### src/rtl/uart_peripheral.sv
// Memory-mapped 8N1 UART: 8-entry TX FIFO, single-byte RX holding register,
// programmable baud divider, one-cycle registered bus response.
`timescale 1ns/1ps
module uart_peripheral #(
  parameter int DATA_WIDTH = 32,
  parameter int ADDR_WIDTH = 32,
  parameter int FIFO_DEPTH = 8,
  parameter int RESET_DIV  = 867
) (
  input  logic                  clk,
  input  logic                  rst,
  input  logic                  read,
  input  logic                  write,
  output logic                  response,
  input  logic [ADDR_WIDTH-1:0] address,
  input  logic [DATA_WIDTH-1:0] write_data,
  output logic [DATA_WIDTH-1:0] read_data,
  output logic                  uart_tx,
  input  logic                  uart_rx
);

  localparam int PW = $clog2(FIFO_DEPTH);
  localparam logic [PW:0] C_FULL = (PW+1)'(FIFO_DEPTH);

  // state | meaning: IDLE line idle / hunting, START start bit, DATA 8 data bits, STOP stop bit
  localparam logic [1:0] ST_IDLE  = 2'd0;
  localparam logic [1:0] ST_START = 2'd1;
  localparam logic [1:0] ST_DATA  = 2'd2;
  localparam logic [1:0] ST_STOP  = 2'd3;

  localparam logic [1:0] A_DATA = 2'd0;
  localparam logic [1:0] A_STAT = 2'd1;
  localparam logic [1:0] A_BAUD = 2'd2;

  logic                  r_response;
  logic [DATA_WIDTH-1:0] r_rdata;
  logic [15:0]           r_baud;

  logic [7:0]            r_fifo [FIFO_DEPTH];
  logic [PW-1:0]         r_wr_ptr, r_rd_ptr;
  logic [PW:0]           r_count;

  logic [1:0]            r_tx_state;
  logic [15:0]           r_tx_cnt;
  logic [2:0]            r_tx_bit;
  logic [7:0]            r_tx_shift;
  logic                  r_tx;

  logic                  r_rx_s1, r_rx_s2;
  logic [1:0]            r_rx_state;
  logic [15:0]           r_rx_cnt;
  logic [2:0]            r_rx_bit;
  logic [7:0]            r_rx_shift, r_rx_byte;
  logic                  r_rx_valid, r_rx_overrun, r_tx_overflow, r_frame_err;

  logic                  w_accept, w_wr, w_rd;
  logic [1:0]            w_addr;
  logic                  w_fifo_full, w_fifo_empty, w_push, w_pop;
  logic                  w_tx_tick, w_rx_tick, w_rx_store, w_rx_ferr;
  logic                  w_data_rd, w_stat_wr;
  logic [6:0]            w_status;
  logic [DATA_WIDTH-1:0] w_rdata_next;
  logic                  w_unused;

  assign w_accept     = (read | write) & ~r_response;
  assign w_wr         = w_accept & write;
  assign w_rd         = w_accept & read & ~write;
  assign w_addr       = address[3:2];
  assign w_fifo_full  = (r_count == C_FULL);
  assign w_fifo_empty = (r_count == '0);
  assign w_push       = w_wr & (w_addr == A_DATA) & ~w_fifo_full;
  assign w_pop        = (r_tx_state == ST_IDLE) & ~w_fifo_empty;
  assign w_tx_tick    = (r_tx_cnt == '0);
  assign w_rx_tick    = (r_rx_cnt == '0);
  assign w_rx_store   = (r_rx_state == ST_STOP) & w_rx_tick & r_rx_s2;
  assign w_rx_ferr    = (r_rx_state == ST_STOP) & w_rx_tick & ~r_rx_s2;
  assign w_data_rd    = w_rd & (w_addr == A_DATA);
  assign w_stat_wr    = w_wr & (w_addr == A_STAT);
  assign w_status     = {r_frame_err, r_tx_overflow, r_rx_overrun, (r_tx_state != ST_IDLE),
                         r_rx_valid, w_fifo_full, w_fifo_empty};
  assign w_unused     = &{1'b0, address[ADDR_WIDTH-1:4], address[1:0], write_data[DATA_WIDTH-1:16]};

  assign response  = r_response;
  assign read_data = r_rdata;
  assign uart_tx   = r_tx;

  always_comb begin
    w_rdata_next = '0;
    case (w_addr)
      A_DATA:  w_rdata_next[7:0]  = r_rx_byte;
      A_STAT:  w_rdata_next[6:0]  = w_status;
      A_BAUD:  w_rdata_next[15:0] = r_baud;
      default: w_rdata_next       = '0;
    endcase
  end

  always_ff @(posedge clk or posedge rst) begin
    if (rst) begin
      r_response <= 1'b0;
      r_rdata    <= '0;
      r_baud     <= 16'(RESET_DIV);
    end else begin
      r_response <= w_accept;
      if (w_rd) r_rdata <= w_rdata_next;
      if (w_wr && (w_addr == A_BAUD)) r_baud <= write_data[15:0];
    end
  end

  // A flag being set in the same cycle as its clear-write wins.
  always_ff @(posedge clk or posedge rst) begin
    if (rst) begin
      r_rx_valid    <= 1'b0;
      r_rx_byte     <= '0;
      r_rx_overrun  <= 1'b0;
      r_tx_overflow <= 1'b0;
      r_frame_err   <= 1'b0;
    end else begin
      if (w_rx_store) begin
        r_rx_valid <= 1'b1;
        r_rx_byte  <= r_rx_shift;
      end else if (w_data_rd) begin
        r_rx_valid <= 1'b0;
      end
      r_rx_overrun  <= (w_rx_store & r_rx_valid & ~w_data_rd) |
                       (r_rx_overrun & ~(w_stat_wr & write_data[4]));
      r_tx_overflow <= (w_wr & (w_addr == A_DATA) & w_fifo_full) |
                       (r_tx_overflow & ~(w_stat_wr & write_data[5]));
      r_frame_err   <= w_rx_ferr | (r_frame_err & ~(w_stat_wr & write_data[6]));
    end
  end

  always_ff @(posedge clk) begin
    if (w_push) r_fifo[r_wr_ptr] <= write_data[7:0];
  end

  always_ff @(posedge clk or posedge rst) begin
    if (rst) begin
      r_wr_ptr <= '0;
      r_rd_ptr <= '0;
      r_count  <= '0;
    end else begin
      if (w_push) r_wr_ptr <= r_wr_ptr + 1'b1;
      if (w_pop)  r_rd_ptr <= r_rd_ptr + 1'b1;
      case ({w_push, w_pop})
        2'b10:   r_count <= r_count + 1'b1;
        2'b01:   r_count <= r_count - 1'b1;
        default: r_count <= r_count;
      endcase
    end
  end

  // Line is driven from a flop so reset forces it high without a glitch path.
  always_ff @(posedge clk or posedge rst) begin
    if (rst) begin
      r_tx_state <= ST_IDLE;
      r_tx_cnt   <= '0;
      r_tx_bit   <= '0;
      r_tx_shift <= '0;
      r_tx       <= 1'b1;
    end else begin
      case (r_tx_state)
        ST_IDLE: begin
          r_tx <= 1'b1;
          if (w_pop) begin
            r_tx_shift <= r_fifo[r_rd_ptr];
            r_tx_cnt   <= r_baud;
            r_tx       <= 1'b0;
            r_tx_state <= ST_START;
          end
        end
        ST_START: begin
          if (w_tx_tick) begin
            r_tx_cnt   <= r_baud;
            r_tx_bit   <= '0;
            r_tx       <= r_tx_shift[0];
            r_tx_state <= ST_DATA;
          end else begin
            r_tx_cnt <= r_tx_cnt - 16'd1;
          end
        end
        ST_DATA: begin
          if (w_tx_tick) begin
            r_tx_cnt   <= r_baud;
            r_tx_shift <= {1'b0, r_tx_shift[7:1]};
            if (r_tx_bit == 3'd7) begin
              r_tx       <= 1'b1;
              r_tx_state <= ST_STOP;
            end else begin
              r_tx_bit <= r_tx_bit + 3'd1;
              r_tx     <= r_tx_shift[1];
            end
          end else begin
            r_tx_cnt <= r_tx_cnt - 16'd1;
          end
        end
        ST_STOP: begin
          if (w_tx_tick) r_tx_state <= ST_IDLE;
          else           r_tx_cnt   <= r_tx_cnt - 16'd1;
        end
        default: r_tx_state <= ST_IDLE;
      endcase
    end
  end

  always_ff @(posedge clk or posedge rst) begin
    if (rst) begin
      r_rx_s1 <= 1'b1;
      r_rx_s2 <= 1'b1;
    end else begin
      r_rx_s1 <= uart_rx;
      r_rx_s2 <= r_rx_s1;
    end
  end

  // START re-checks the line half a bit after the falling edge to reject glitches.
  always_ff @(posedge clk or posedge rst) begin
    if (rst) begin
      r_rx_state <= ST_IDLE;
      r_rx_cnt   <= '0;
      r_rx_bit   <= '0;
      r_rx_shift <= '0;
    end else begin
      case (r_rx_state)
        ST_IDLE: begin
          if (!r_rx_s2) begin
            r_rx_cnt   <= r_baud >> 1;
            r_rx_state <= ST_START;
          end
        end
        ST_START: begin
          if (w_rx_tick) begin
            if (!r_rx_s2) begin
              r_rx_cnt   <= r_baud;
              r_rx_bit   <= '0;
              r_rx_state <= ST_DATA;
            end else begin
              r_rx_state <= ST_IDLE;
            end
          end else begin
            r_rx_cnt <= r_rx_cnt - 16'd1;
          end
        end
        ST_DATA: begin
          if (w_rx_tick) begin
            r_rx_shift <= {r_rx_s2, r_rx_shift[7:1]};
            r_rx_cnt   <= r_baud;
            if (r_rx_bit == 3'd7) r_rx_state <= ST_STOP;
            else                  r_rx_bit   <= r_rx_bit + 3'd1;
          end else begin
            r_rx_cnt <= r_rx_cnt - 16'd1;
          end
        end
        ST_STOP: begin
          if (w_rx_tick) r_rx_state <= ST_IDLE;
          else           r_rx_cnt   <= r_rx_cnt - 16'd1;
        end
        default: r_rx_state <= ST_IDLE;
      endcase
    end
  end

endmodule

### config.mk
export PLATFORM = sky130hd
export DESIGN_NAME = uart_peripheral
export DESIGN_NICKNAME = d
export VERILOG_FILES = /design/src/rtl/uart_peripheral.sv
export SDC_FILE = /design/constraint.sdc
export NUM_CORES = 1
export LEC_CHECK = 0
export ABC_AREA = 1
export BUFFER_PORTS_ARGS = -buffer_cell sky130_fd_sc_hd__buf_2
export CAP_MARGIN = 20
export CORE_MARGIN = 2
export CORE_UTILIZATION = 37
export CTS_BUF_LIST = sky130_fd_sc_hd__clkbuf_4 sky130_fd_sc_hd__clkbuf_8
export DETAILED_ROUTE_END_ITERATION = 8
export GPL_ROUTABILITY_DRIVEN = 0
export HOLD_SLACK_MARGIN = 0.02
export REMOVE_ABC_BUFFERS = 1
export SYNTH_ARGS = -nofsm -noshare
export SYNTH_HDL_FRONTEND = slang
export SYNTH_SLANG_ARGS = --single-unit
export TNS_END_PERCENT = 10
### constraint.sdc
create_clock -name clk -period 3.7 [get_ports clk]
set_clock_uncertainty 0.05 [all_clocks]
set_input_delay 0 -clock clk [delete_from_list [all_inputs] [get_ports clk]]
set_output_delay 0 -clock clk [all_outputs]
set_load 0.1 [all_outputs]
==> metrics.json, run 1 <==
{
  "run_status": {
    "status": "completed"
  },
  "finish": {
    "total_nets_final": 1184,
    "n_fill_cell": 2405,
    "growth_of_design_area_from_synthesis_to_finish_pct": 11.9,
    "commonest_cells_after_routing_fill_and_taps_aside": "nand2_1 (225), nor2_1 (130), dfrtp_1 (107)",
    "drive_gt1_frac": 0.127,
    "most_common_cell_after_layout_fill_and_taps_aside": "nand2_1",
    "antenna_cells": 0,
    "finish.instance_area_mm2": 0.0103
  },
  "global_route": {
    "grt.met3_usage": 0.0342,
    "grt_use_met2": 0.275,
    "antenna_found_initial": 0,
    "groute.layer.met1.usage": 0.223,
    "grt-busiest-layer": "met2",
    "grt.total_usage": 0.167,
    "grt_pass1_vias": 6697,
    "grt_first_pass_wirelength_um": 34500,
    "globalRouteOverflowTotal": 0,
    "grt_max_degree": 65
  },
  "power_and_ir_drop": {
    "max-vdd-ir-drop_v": 0.000202,
    "p_sw_uw": 1990,
    "netSwitchingFraction": 0.379,
    "pwr-share-seq": 0.506,
    "static-leakage-power_uw": 0.00445,
    "power_per_cell_area_mw_per_mm2": 511,
    "comb_power_share": 0.215,
    "p_clk_frac": 0.279,
    "power_report.internal_total_uw": 3260
  },
  "timing": {
    "ratio_of_final_minimum_period_to_clock_period": 0.757,
    "tightestPinTransition_ns": 0.943,
    "setup_viols_final": 0,
    "final-max-slew-violation-count": 0,
    "finalHoldViolations": 0,
    "setup_repair_after_global_routing_missed_its_margin": "no",
    "fin_setup_tns_ns": 0,
    "final.min_clock_period_ns": 2.80,
    "fmax_mhz": 357,
    "timing.slew.headroom": 0.370
  },
  "min_path": {
    "worstHoldPathType": "input pin to flop",
    "timing.hold.worst.start": "address[3]",
    "min_to": "r_frame_err$_DFF_PP0_",
    "min_path_cells": 5
  },
  "setup_path": {
    "cp_common_cell": "dlygate4sd3_1",
    "critical_path.endpoint_type": "flop",
    "slowest_delay_ns": 0.67,
    "critical_path.slowest_cell": "dlygate4sd3_1",
    "crit_path_max_fanout": 8,
    "crit-reg2reg-launch": "r_tx_state[1]$_DFFE_PP0P_",
    "r2r_setup_slack_ns": 1.07,
    "worst_r2r_endpoint": "r_count[3]$_DFFE_PP0P_",
    "critical_path.startpoint_type": "input pin",
    "criticalPathCategory": "input pin to flop",
    "path_cells": "dlygate4sd3_1 -> buf_2 -> nor2_4 -> dlygate4sd3_1 -> nand2_1 -> nor2_2 -> inv_1 -> or2_1 -> nor2_1",
    "worst_ep_required_time_ns": 3.78,
    "reg2reg_depth": 13,
    "critical_path.startpoint": "address[2]",
    "timing.critical_path.arrival_ns": 2.89
  },
  "synthesis": {
    "synth_warnings": 0,
    "postSynthRegisterBits": 180,
    "post_synth.cell_area_avg_um2": 8.85,
    "yosysUniqueCellTypes": 47,
    "synth_seq_area_share": 0.528,
    "netlist_instances": 1036,
    "syn_std_cell_area_mm2": 0.00917
  },
  "place": {
    "port-buffer-count": 40,
    "dpl-instance-area_mm2": 0.00958,
    "dp.final_hpwl_um": 14000
  },
  "clock_tree": {
    "clockRootBuffer": "clkbuf_8",
    "clock_latency_ns": 0.50,
    "clock_tree_from_tritoncts": "yes",
    "ctsHtreeMaxLevel": 4,
    "cts.sink_count": 180,
    "postCtsSetupBuffers": 0,
    "max-clock-path-buffers": 2,
    "cts.reportedPaths.clkPinSlew_ns": 0.11,
    "numCtsBuffers": 17
  },
  "route": {
    "drt_iter0_markers": 457,
    "drc_errors": 0,
    "number_of_vias_per_cell_after_detailed_routing": 4.89,
    "route.antenna.remaining_nets": 0,
    "routed_wirelength_um": 20700,
    "route.vias.total": 6990,
    "wl_per_cell_um": 14.5,
    "firstDrtPassIters": 5
  },
  "floorplan": {
    "design.die.area_mm2": 0.0260,
    "start_util": 0.377,
    "fp-row-count": 57,
    "die_width_um": 161,
    "core_box_area_mm2": 0.0243,
    "design.portCount": 103,
    "die_height_um": 161
  },
  "flow_run": {
    "cap_viol_max_count": 0
  }
}
## layer usage
metal	up-vias	wire, um
li1	3515	-
met1	3350	9750
met2	99	10000
met3	26	587
met4	0	368
met5	-	0
## sequential cells by signal, summed over array words and instances (netlist names), 2 cells and up, named ones only
register	count
r_fifo	64
r_baud	16
r_rx_cnt	16
r_tx_cnt	16
read_data	16
r_rx_byte	8
r_rx_shift	8
r_tx_shift	8
r_count	4
r_rd_ptr	3
r_rx_bit	3
r_tx_bit	3
r_wr_ptr	3
r_tx_state	2
## how the worst max path moves through the flow
stage | to | slack, ns | depth (start not counted)
after floorplan | asynchronous set/reset pin | 0.59 | 1
final | r_fifo[4][1]$_DFFE_PP_ | 0.90 | 9
after CTS | r_fifo[4][1]$_DFFE_PP_ | 0.82 | 9
after global routing | r_fifo[6][1]$_DFFE_PP_ | 0.72 | 9
after global placement | r_count[3]$_DFFE_PP0P_ | 1.10 | 13
after detailed placement | r_count[3]$_DFFE_PP0P_ | 1.07 | 13
## critical path: cells and delay by family
kind | cells | cell delay [ns]
buffers and inverters | 4 | 1.44
AND/OR/NAND/NOR | 5 | 1.42
## power groups by stage
stage	Combinational [uW]	Sequential (uW)	Clock, uW
floorplan	683	2840	0
global placement	1100	2690	0
detailed placement	1110	2690	0
CTS	1140	2650	1500
global route	1270	2710	1580
finish	1130	2660	1460
## metrics by stage
step,total power (uW),hold WS [ns],std cells,utilization,worst slack (ns)
after floorplan,3530,-0.0455,1003,-,0.592
after global placement,3790,0.0566,1373,0.394,1.10
after detailed placement,3800,0.0589,1373,0.394,1.07
after CTS,5290,0.0502,1428,0.422,0.822
after global routing,5560,0.0597,1428,0.422,0.724
final,5250,0.0650,1428,0.422,0.898
## Yosys cell counts (all sizes together)
library cell,count,area share
nand3b,4,0.0033
inv,85,0.035
o211ai,1,0.00082
o41ai,1,0.00096
nand3,58,0.032
a221oi,5,0.0048
clkbuf,15,0.0061
buf,33,0.026
dfstp,9,0.026
nand2,235,0.10
nand4,6,0.0041
or2,11,0.0075
o21bai,1,0.00082
a22o,1,0.00096
o21ai,97,0.056
conb,1,0.00041
o22ai,15,0.010
dfrtp,107,0.29
fa,1,0.0022
o31ai,7,0.0057
edfxtp,64,0.21
mux2,2,0.0025
xor2,20,0.019
nor3,4,0.0033
clkinv,2,0.00082
o311ai,1,0.00096
o221ai,1,0.00096
xnor2,5,0.0048
ha,23,0.031
nor2,145,0.068
and2,1,0.00068
a21oi,75,0.041
## cell type report
| class | instances | area (um^2) | area share |
|---|---|---|---|
| clock inverters | 15 | 216 | 0.0211 |
| clock buffers | 17 | 234 | 0.0228 |
| flip-flops and latches | 180 | 4840 | 0.471 |
| inverters | 87 | 332 | 0.0323 |
| multi-input cells | 736 | 3760 | 0.366 |
| repair buffers | 69 | 475 | 0.0464 |
| well taps | 324 | 405 | 0.0395 |
## cells by family (layout without fill, tap and decap cells)
logic type,count (synthesis),in the layout,share of synthesized area
fa+ha+maj,24,24,0.0336
flops,180,180,0.528
simple gates,464,464,0.220
compound gates,205,205,0.123
buf+inv,135,188,0.0684
xor+xnor,25,25,0.0239
mux,2,2,0.00246
other cells,1,16,0.000409
## repair_timing
| item | CTS | global route |
|---|---|---|
| hold buffers | 23 | 0 |
| gates resized for setup | 0 | 0 |
| hold endpoints to repair | 148 | 0 |
No activity file was read; power rests on OpenSTA's default activity.
==> inputs of run 2 (changes only) <==
clock period = 2.9 ns   (was 3.7 ns; I/O delays follow)
==> run 2 against run 1 <==
Net effect:
- combinational power rose by 29%
- non-clock buffer count grew 13
- count of clock-buffer cells in the layout is the same
- critical path depth is 4 higher
- setup slack worse by 0.36 ns
- largest cell class unchanged
- largest power group unchanged
- highest routed layer unchanged
==> metrics.json, run 2 (same netlist as run 1, synthesis figures left out) <==
{
  "finish": {
    "drive_gt1_frac": {"value": 0.136, "change": "+0.00927"},
    "regMostFlops": "r_fifo",
    "commonest_cells_after_routing_fill_and_taps_aside": "nand2_1 (225), nor2_1 (130), dfrtp_1 (107)",
    "instances_no_fill": {"value": 1441, "change": "+0.91%"},
    "largest_reg_flops": {"value": 64, "change": "unchanged"},
    "most_common_cell_after_layout_fill_and_taps_aside": "nand2_1",
    "total_nets_final": {"value": 1197, "change": "+1.1%"},
    "final_core_util": {"value": 0.426, "change": "+0.00437"},
    "growth_of_design_area_from_synthesis_to_finish_pct": 13.1,
    "antenna_cells": {"value": 0, "change": "unchanged"}
  },
  "floorplan": {
    "die_height": {"value": 161, "unit": "um", "change": "unchanged"},
    "die_width": {"value": 161, "unit": "um", "change": "unchanged"},
    "design.die.area": {"value": 0.0260, "unit": "mm^2", "change": "unchanged"},
    "fp-row-count": {"value": 57, "change": "unchanged"},
    "start_util": {"value": 0.377, "change": "unchanged"},
    "core_box_area": {"value": 0.0243, "unit": "mm^2", "change": "unchanged"},
    "design.portCount": {"value": 103, "change": "unchanged"}
  },
  "timing": {
    "tightestPinTransition": {"value": 0.911, "unit": "ns", "change": "-0.0324 ns"},
    "fmax_mhz": 424,
    "fin_setup_tns": {"value": 0, "unit": "ns", "change": "unchanged"},
    "ratio_of_final_minimum_period_to_clock_period": 0.813,
    "timing.final.ws_setup": {"value": 0.542, "unit": "ns", "change": "-0.357 ns"},
    "timing.slew.headroom": {"value": 0.392, "change": "+0.0216"},
    "final-max-slew-violation-count": {"value": 0, "change": "unchanged"},
    "final.min_clock_period_ns": 2.36,
    "setup_repair_after_global_routing_missed_its_margin": "no",
    "setup_viols_final": {"value": 0, "change": "unchanged"},
    "finalHoldViolations": {"value": 0, "change": "unchanged"}
  },
  "power_and_ir_drop": {
    "netSwitchingFraction": {"value": 0.373, "change": "-0.00635"},
    "max-vdd-ir-drop": {"value": 0.000261, "unit": "V", "change": "+29%"},
    "p_clk_frac": {"value": 0.282, "change": "+0.003"},
    "p_sw": {"value": 2520, "unit": "uW", "change": "+27%"},
    "comb_power_share": {"value": 0.216, "change": "about the same"},
    "report.power.total": {"value": 6760, "unit": "uW", "change": "+29%"},
    "static-leakage-power": {"value": 0.00453, "unit": "uW", "change": "+1.6%"},
    "power_report.internal_total": {"value": 4240, "unit": "uW", "change": "+30%"},
    "pwr-share-seq": {"value": 0.503, "change": "-0.003"},
    "power_per_cell_area": {"value": 652, "unit": "mW/mm^2", "change": "+27%"}
  },
  "setup_path": {
    "criticalPathCategory": "flop to flop",
    "path_cells": "nor2_1 -> nand2_1 -> nor2_2 -> inv_1 -> ha_1 -> ha_1 -> nand2_1 -> nand2_1 -> a21oi_1 -> nor2_1 -> nor2_1 -> nand2_1 -> xor2_1",
    "critical-path-top-delay-family": "simple AND/OR/NAND/NOR gates",
    "slowest_delay": {"value": 0.43, "unit": "ns", "change": "-0.24 ns"},
    "worst_ep_required_time": {"value": 3.21, "unit": "ns", "change": "-0.57 ns"},
    "cp_common_cell": "nand2_1",
    "timing.critical_path.arrival": {"value": 2.67, "unit": "ns", "change": "-0.22 ns"},
    "critical_path.n_buffers_inverters": {"value": 1, "change": "-3"},
    "critical_path.startpoint_type": "flop",
    "crit_path_max_fanout": {"value": 5, "change": "-3"},
    "critical_path.slowest_cell": "dfrtp_1",
    "critical_path.endpoint_type": "flop"
  },
  "clock_tree": {
    "numCtsBuffers": {"value": 17, "change": "unchanged"},
    "postCtsSetupBuffers": {"value": 0, "change": "unchanged"},
    "cts.reportedPaths.clkPinSlew": {"value": 0.12, "unit": "ns", "change": "about the same"},
    "ctsHtreeMaxLevel": {"value": 4, "change": "unchanged"},
    "cts.sink_count": {"value": 180, "change": "unchanged"},
    "clockRootBuffer": "clkbuf_8",
    "cts_repair_resizes": {"value": 0, "change": "unchanged"},
    "clock_latency": {"value": 0.48, "unit": "ns", "change": "-0.02 ns"},
    "max-clock-path-buffers": {"value": 2, "change": "unchanged"},
    "clock_tree_from_tritoncts": "yes"
  },
  "global_route": {
    "grt_first_pass_wirelength": {"value": 34300, "unit": "um", "change": "-0.62%"},
    "globalRouteOverflowTotal": {"value": 0, "change": "unchanged"},
    "antenna_found_initial": {"value": 0, "change": "unchanged"},
    "grt_max_degree": {"value": 60, "change": "-7.7%"},
    "grt.total_usage": {"value": 0.165, "change": "-0.00209"},
    "grt_pass1_vias": {"value": 6695, "change": "-0.030%"}
  },
  "route": {
    "route.vias.total": {"value": 7006, "change": "+0.23%"},
    "route.antenna.remaining_nets": {"value": 0, "change": "unchanged"},
    "wl_per_cell": {"value": 14.6, "unit": "um", "change": "+0.82%"},
    "number_of_vias_per_cell_after_detailed_routing": {"value": 4.86, "change": "-0.68%"},
    "drc_errors": {"value": 0, "change": "unchanged"},
    "drt_iter0_markers": {"value": 439, "change": "-3.9%"},
    "routed_wirelength": {"value": 21100, "unit": "um", "change": "+1.7%"},
    "firstDrtPassIters": {"value": 5, "change": "unchanged"}
  },
  "min_path": {
    "worstHoldPathType": "input pin to asynchronous set/reset pin"
  },
  "flow_run": {
    "cap_viol_max_count": {"value": 0, "change": "unchanged"}
  },
  "run_status": {
    "status": "completed"
  },
  "place": {
    "port-buffer-count": {"value": 40, "change": "unchanged"},
    "dp.final_hpwl": {"value": 14400, "unit": "um", "change": "+3.1%"},
    "detailedPlace.worstSlack": {"value": 0.575, "unit": "ns", "change": "-0.498 ns"},
    "placed_cell_count": {"value": 1385, "change": "+0.87%"}
  }
}
==> run 2: area by class of cell <==
cell class                 instances  area [um^2]
fill                            2394        14000
timing repair buffer              82          588
clock buffer                      17          234
multi-input combinational        736         3760
tap                              324          405
clock inverter                    15          210
sequential                       180         4840
inverter                          87          332
==> run 2: through the flow <==
| step | hold WS [ns] | instance area (um^2) |
|---|---|---|
| 3_5_place_dp | 0.00401 | 9680 |
| 3_3_place_gp | 0.00798 | 9680 |
| 4_1_cts | 0.0246 | 10400 |
| 5_1_grt | 0.0619 | 10400 |
| 2_1_floorplan | -0.0455 | 8920 |
| 6_report | 0.0218 | 10400 |
==> run 2: what timing repair did <==
item,4_1_cts,5_1_grt
endpoints found under the setup margin,0,1
hold buffers,24,1
endpoints found under the hold margin,199,3
==> run 2: metal layers <==
layer	part of all wire	global-route usage	up-vias
li1	-	-	3540
met1	0.47	0.218	3332
met5	0	0	-
met3	0.029	0.0318	24
met4	0.016	0.0487	0
met2	0.48	0.278	110
==> run 2: worst paths after layout <==
check,startpoint,to,slack [ns],cells after the start
setup / recovery,response$_DFF_PP0_,r_count[3]$_DFFE_PP0P_,0.54,13
hold / removal,rst,r_tx_shift[4]$_DFFE_PP0P_,0.02,3
setup reg to reg,response$_DFF_PP0_,r_count[3]$_DFFE_PP0P_,0.54,13
hold reg to reg,r_rx_s1$_DFF_PP1_,r_rx_s2$_DFF_PP1_,0.31,0
max in group asynchronous,rst,r_baud[9]$_DFFE_PP1P_,2.01,4
min in group clk,uart_rx,r_rx_s1$_DFF_PP1_,0.11,2
==> run 2: tightest hold or removal path: cells and delay by family <==
family | cells | cell delay [ns]
buffers and inverters | 3 | 1.00
==> run 2: power by group through the flow <==
stage	combinational [uW]	clock, uW	sequential, uW
finish	1460	1900	3400
global route	1630	2030	3450
CTS	1470	1930	3390
detailed placement	1440	0	3440
global placement	1410	0	3430
floorplan	871	0	3630
==> inputs of run 3 (changes only) <==
clock period = 2.1 ns   (was 2.9 ns; I/O delays follow)
==> run 3 against run 2 <==
Net effect:
- cell area increased by 2.6%
- routed wire length increased by 3.1%
- sequential power increased by 38%
- power increased by 40%
- sequential cell count unchanged
- cell count increased by 2.0%
- count of clock-buffer cells in the layout unchanged
- setup slack got worse by 0.44 ns
- via count increased by 2.3%
- non-clock buffer count increased by 29
- global-route usage increased by 0.80 points
- critical path type unchanged
- critical endpoint unchanged
==> metrics.json, run 3 (same netlist as run 1, synthesis figures left out) <==
{
  "finish": {
    "growth_of_design_area_from_synthesis_to_finish_pct": 16.0,
    "instances_no_fill": {"value": 1470, "change": "+2.0%"},
    "final_core_util": {"value": 0.437, "change": "+0.0109"},
    "multi_input_gate_area_in_the_final_layout": {"value": 0.00381, "unit": "mm^2", "change": "+1.3%"},
    "largest_reg_flops": {"value": 64, "change": "unchanged"},
    "most_common_cell_after_layout_fill_and_taps_aside": "nand2_1",
    "total_nets_final": {"value": 1226, "change": "+2.4%"},
    "n_fill_cell": {"value": 2390, "change": "-0.17%"},
    "regMostFlops": "r_fifo",
    "drive_gt1_frac": {"value": 0.167, "change": "+0.0306"},
    "seqCellArea": {"value": 0.00484, "unit": "mm^2", "change": "unchanged"},
    "antenna_cells": {"value": 0, "change": "unchanged"},
    "commonest_cells_after_routing_fill_and_taps_aside": "nand2_1 (224), nor2_1 (127), dfrtp_1 (107)"
  },
  "timing": {
    "ratio_of_final_minimum_period_to_clock_period": {"value": 0.953, "change": "+0.140"},
    "fmax": {"value": 499, "unit": "MHz", "change": "+18%"},
    "tightestPinTransition": {"value": 0.891, "unit": "ns", "change": "-0.0197 ns"},
    "finalHoldViolations": {"value": 0, "change": "unchanged"},
    "final.min_clock_period": {"value": 2.00, "unit": "ns", "change": "-0.356 ns"},
    "timing.slew.headroom": {"value": 0.405, "change": "+0.0132"},
    "setup_viols_final": {"value": 0, "change": "unchanged"},
    "fin_setup_tns": {"value": 0, "unit": "ns", "change": "unchanged"},
    "setup_repair_after_global_routing_missed_its_margin": "yes",
    "final-max-slew-violation-count": {"value": 0, "change": "unchanged"},
    "worst_hold_slack": {"value": 0.102, "unit": "ns", "change": "+0.0804 ns"}
  },
  "setup_path": {
    "critical_path.endpoint_type": "flop",
    "crit-reg2reg-launch": "r_count[0]$_DFFE_PP0P_",
    "crit_path_max_fanout": {"value": 3, "change": "-2"},
    "critical_path.slowest_cell": "dfrtp_1",
    "worst_ep_required_time": {"value": 2.43, "unit": "ns", "change": "-0.78 ns"},
    "path_cells": "nor2_2 -> nand3_1 -> inv_1 -> nor2_4 -> ha_4 -> ha_1 -> nand2_1 -> nand2_1 -> a21oi_2 -> nor2_1 -> nor2_1 -> nand2_1 -> xor2_1",
    "worst_r2r_endpoint": "r_count[3]$_DFFE_PP0P_",
    "r2r_setup_slack": {"value": 0.1, "unit": "ns", "change": "-0.44 ns"},
    "timing.critical_path.arrival": {"value": 2.33, "unit": "ns", "change": "-0.34 ns"},
    "critical-path-top-delay-family": "simple AND/OR/NAND/NOR gates",
    "reg2reg_depth": {"value": 13, "change": "unchanged"},
    "cp_common_cell": "nand2_1",
    "criticalPathCategory": "flop to flop",
    "slowest_delay": {"value": 0.41, "unit": "ns", "change": "-0.02 ns"},
    "critical_path.n_buffers_inverters": {"value": 1, "change": "unchanged"},
    "critical_path.startpoint_type": "flop"
  },
  "clock_tree": {
    "cts.reportedPaths.clkPinSlew": {"value": 0.11, "unit": "ns", "change": "about the same"},
    "clock_latency": {"value": 0.48, "unit": "ns", "change": "about the same"},
    "cts.sink_count": {"value": 180, "change": "unchanged"},
    "ctsHtreeMaxLevel": {"value": 4, "change": "unchanged"},
    "numCtsBuffers": {"value": 17, "change": "unchanged"},
    "clockRootBuffer": "clkbuf_8",
    "max-clock-path-buffers": {"value": 2, "change": "unchanged"},
    "clock_tree_from_tritoncts": "yes"
  },
  "route": {
    "wl_per_cell": {"value": 14.8, "unit": "um", "change": "+1.1%"},
    "firstDrtPassIters": {"value": 5, "change": "unchanged"},
    "number_of_vias_per_cell_after_detailed_routing": {"value": 4.87, "change": "+0.27%"},
    "route.antenna.remaining_nets": {"value": 0, "change": "unchanged"},
    "drt_iter0_markers": {"value": 461, "change": "+5.0%"},
    "routed_wirelength": {"value": 21700, "unit": "um", "change": "+3.1%"},
    "drc_errors": {"value": 0, "change": "unchanged"},
    "route.vias.total": {"value": 7166, "change": "+2.3%"}
  },
  "global_route": {
    "globalRouteOverflowTotal": {"value": 0, "change": "unchanged"},
    "grt.total_usage": {"value": 0.173, "change": "+0.00796"},
    "grt_pass1_vias": {"value": 6981, "change": "+4.3%"},
    "antenna_found_initial": {"value": 0, "change": "unchanged"},
    "grt_first_pass_wirelength": {"value": 35700, "unit": "um", "change": "+4.2%"},
    "grt_max_degree": {"value": 50, "change": "-17%"}
  },
  "run_status": {
    "status": "completed"
  },
  "power_and_ir_drop": {
    "max-vdd-ir-drop": {"value": 0.000407, "unit": "V", "change": "+56%"},
    "power_per_cell_area": {"value": 887, "unit": "mW/mm^2", "change": "+36%"},
    "power_report.internal_total": {"value": 5930, "unit": "uW", "change": "+40%"},
    "netSwitchingFraction": {"value": 0.372, "change": "-0.00122"},
    "pwr-share-seq": {"value": 0.496, "change": "-0.007"},
    "comb_power_share": {"value": 0.227, "change": "+0.011"},
    "static-leakage-power": {"value": 0.00467, "unit": "uW", "change": "+3.2%"},
    "p_sw": {"value": 3500, "unit": "uW", "change": "+39%"},
    "p_clk_frac": {"value": 0.277, "change": "-0.005"}
  },
  "floorplan": {
    "design.die.area": {"value": 0.0260, "unit": "mm^2", "change": "unchanged"},
    "design.portCount": {"value": 103, "change": "unchanged"},
    "core_box_area": {"value": 0.0243, "unit": "mm^2", "change": "unchanged"},
    "fp-row-count": {"value": 57, "change": "unchanged"},
    "die_height": {"value": 161, "unit": "um", "change": "unchanged"},
    "start_util": {"value": 0.377, "change": "unchanged"},
    "die_width": {"value": 161, "unit": "um", "change": "unchanged"}
  },
  "min_path": {
    "timing.hold.worst.start": "uart_rx",
    "min_to": "r_rx_s1$_DFF_PP1_",
    "worstHoldPathType": "input pin to flop",
    "min_path_cells": 2
  },
  "place": {
    "dp.final_hpwl": {"value": 15000, "unit": "um", "change": "+4.2%"},
    "placed_cell_count": {"value": 1414, "change": "+2.1%"},
    "port-buffer-count": {"value": 40, "change": "unchanged"}
  },
  "flow_run": {
    "cap_viol_max_count": {"value": 0, "change": "unchanged"}
  }
}
## run 3: worst max path at each step
stage | start | end | slack, ns | cells after the start
after floorplan | rst | asynchronous set/reset pin | -1.01 | 1
after global placement | r_tx_state[0]$_DFFE_PP0P_ | r_count[3]$_DFFE_PP0P_ | 0.04 | 13
after detailed placement | r_tx_state[0]$_DFFE_PP0P_ | r_count[3]$_DFFE_PP0P_ | -0.02 | 13
after CTS | r_tx_state[0]$_DFFE_PP0P_ | r_count[3]$_DFFE_PP0P_ | 0.01 | 13
after global routing | r_count[0]$_DFFE_PP0P_ | r_count[3]$_DFFE_PP0P_ | -0.02 | 13
final | r_count[0]$_DFFE_PP0P_ | r_count[3]$_DFFE_PP0P_ | 0.1 | 13
## run 3: through the flow
| step | power [uW] | instance area (um^2) | worst slack (ns) |
|---|---|---|---|
| 2_1_floorplan | 6220 | 8920 | -1.01 |
| 3_3_place_gp | 6770 | 9900 | 0.0439 |
| 3_5_place_dp | 6820 | 9900 | -0.0220 |
| 4_1_cts | 9500 | 10600 | 0.0119 |
| 5_1_grt | 9940 | 10600 | -0.0248 |
| 6_report | 9430 | 10600 | 0.0980 |
## run 3: area by class of cell
cell class	count	share of cell area
clock inverters	15	0.0195
clock buffers	17	0.0220
repair buffers	111	0.0758
multi-input cells	736	0.358
flip-flops and latches	180	0.455
well taps	324	0.0381
inverters	87	0.0312
## run 3: layer usage
| layer | routed length [um] | track usage | share of wire |
|---|---|---|---|
| met1 | 9970 | 0.226 | 0.46 |
| met2 | 10600 | 0.296 | 0.49 |
| met3 | 817 | 0.0303 | 0.038 |
| met4 | 312 | 0.0519 | 0.014 |
| met5 | 0 | 0 | 0 |
## run 3: power groups by stage
stage                     Clock (uW)  Combinational (uW)  Sequential, uW
after global routing            2810                2380            4750
after floorplan                    0                1200            5010
after CTS                       2690                2140            4670
after global placement             0                2040            4730
after detailed placement           0                2090            4730
final                           2610                2140            4680
## run 3: timing repair
item	4_1_cts	5_1_grt
hold endpoints to repair	197	0
pin swaps	0	3
hold buffers	24	0
setup endpoints to repair	1	9
setup buffers	0	0
resized for setup	3	10
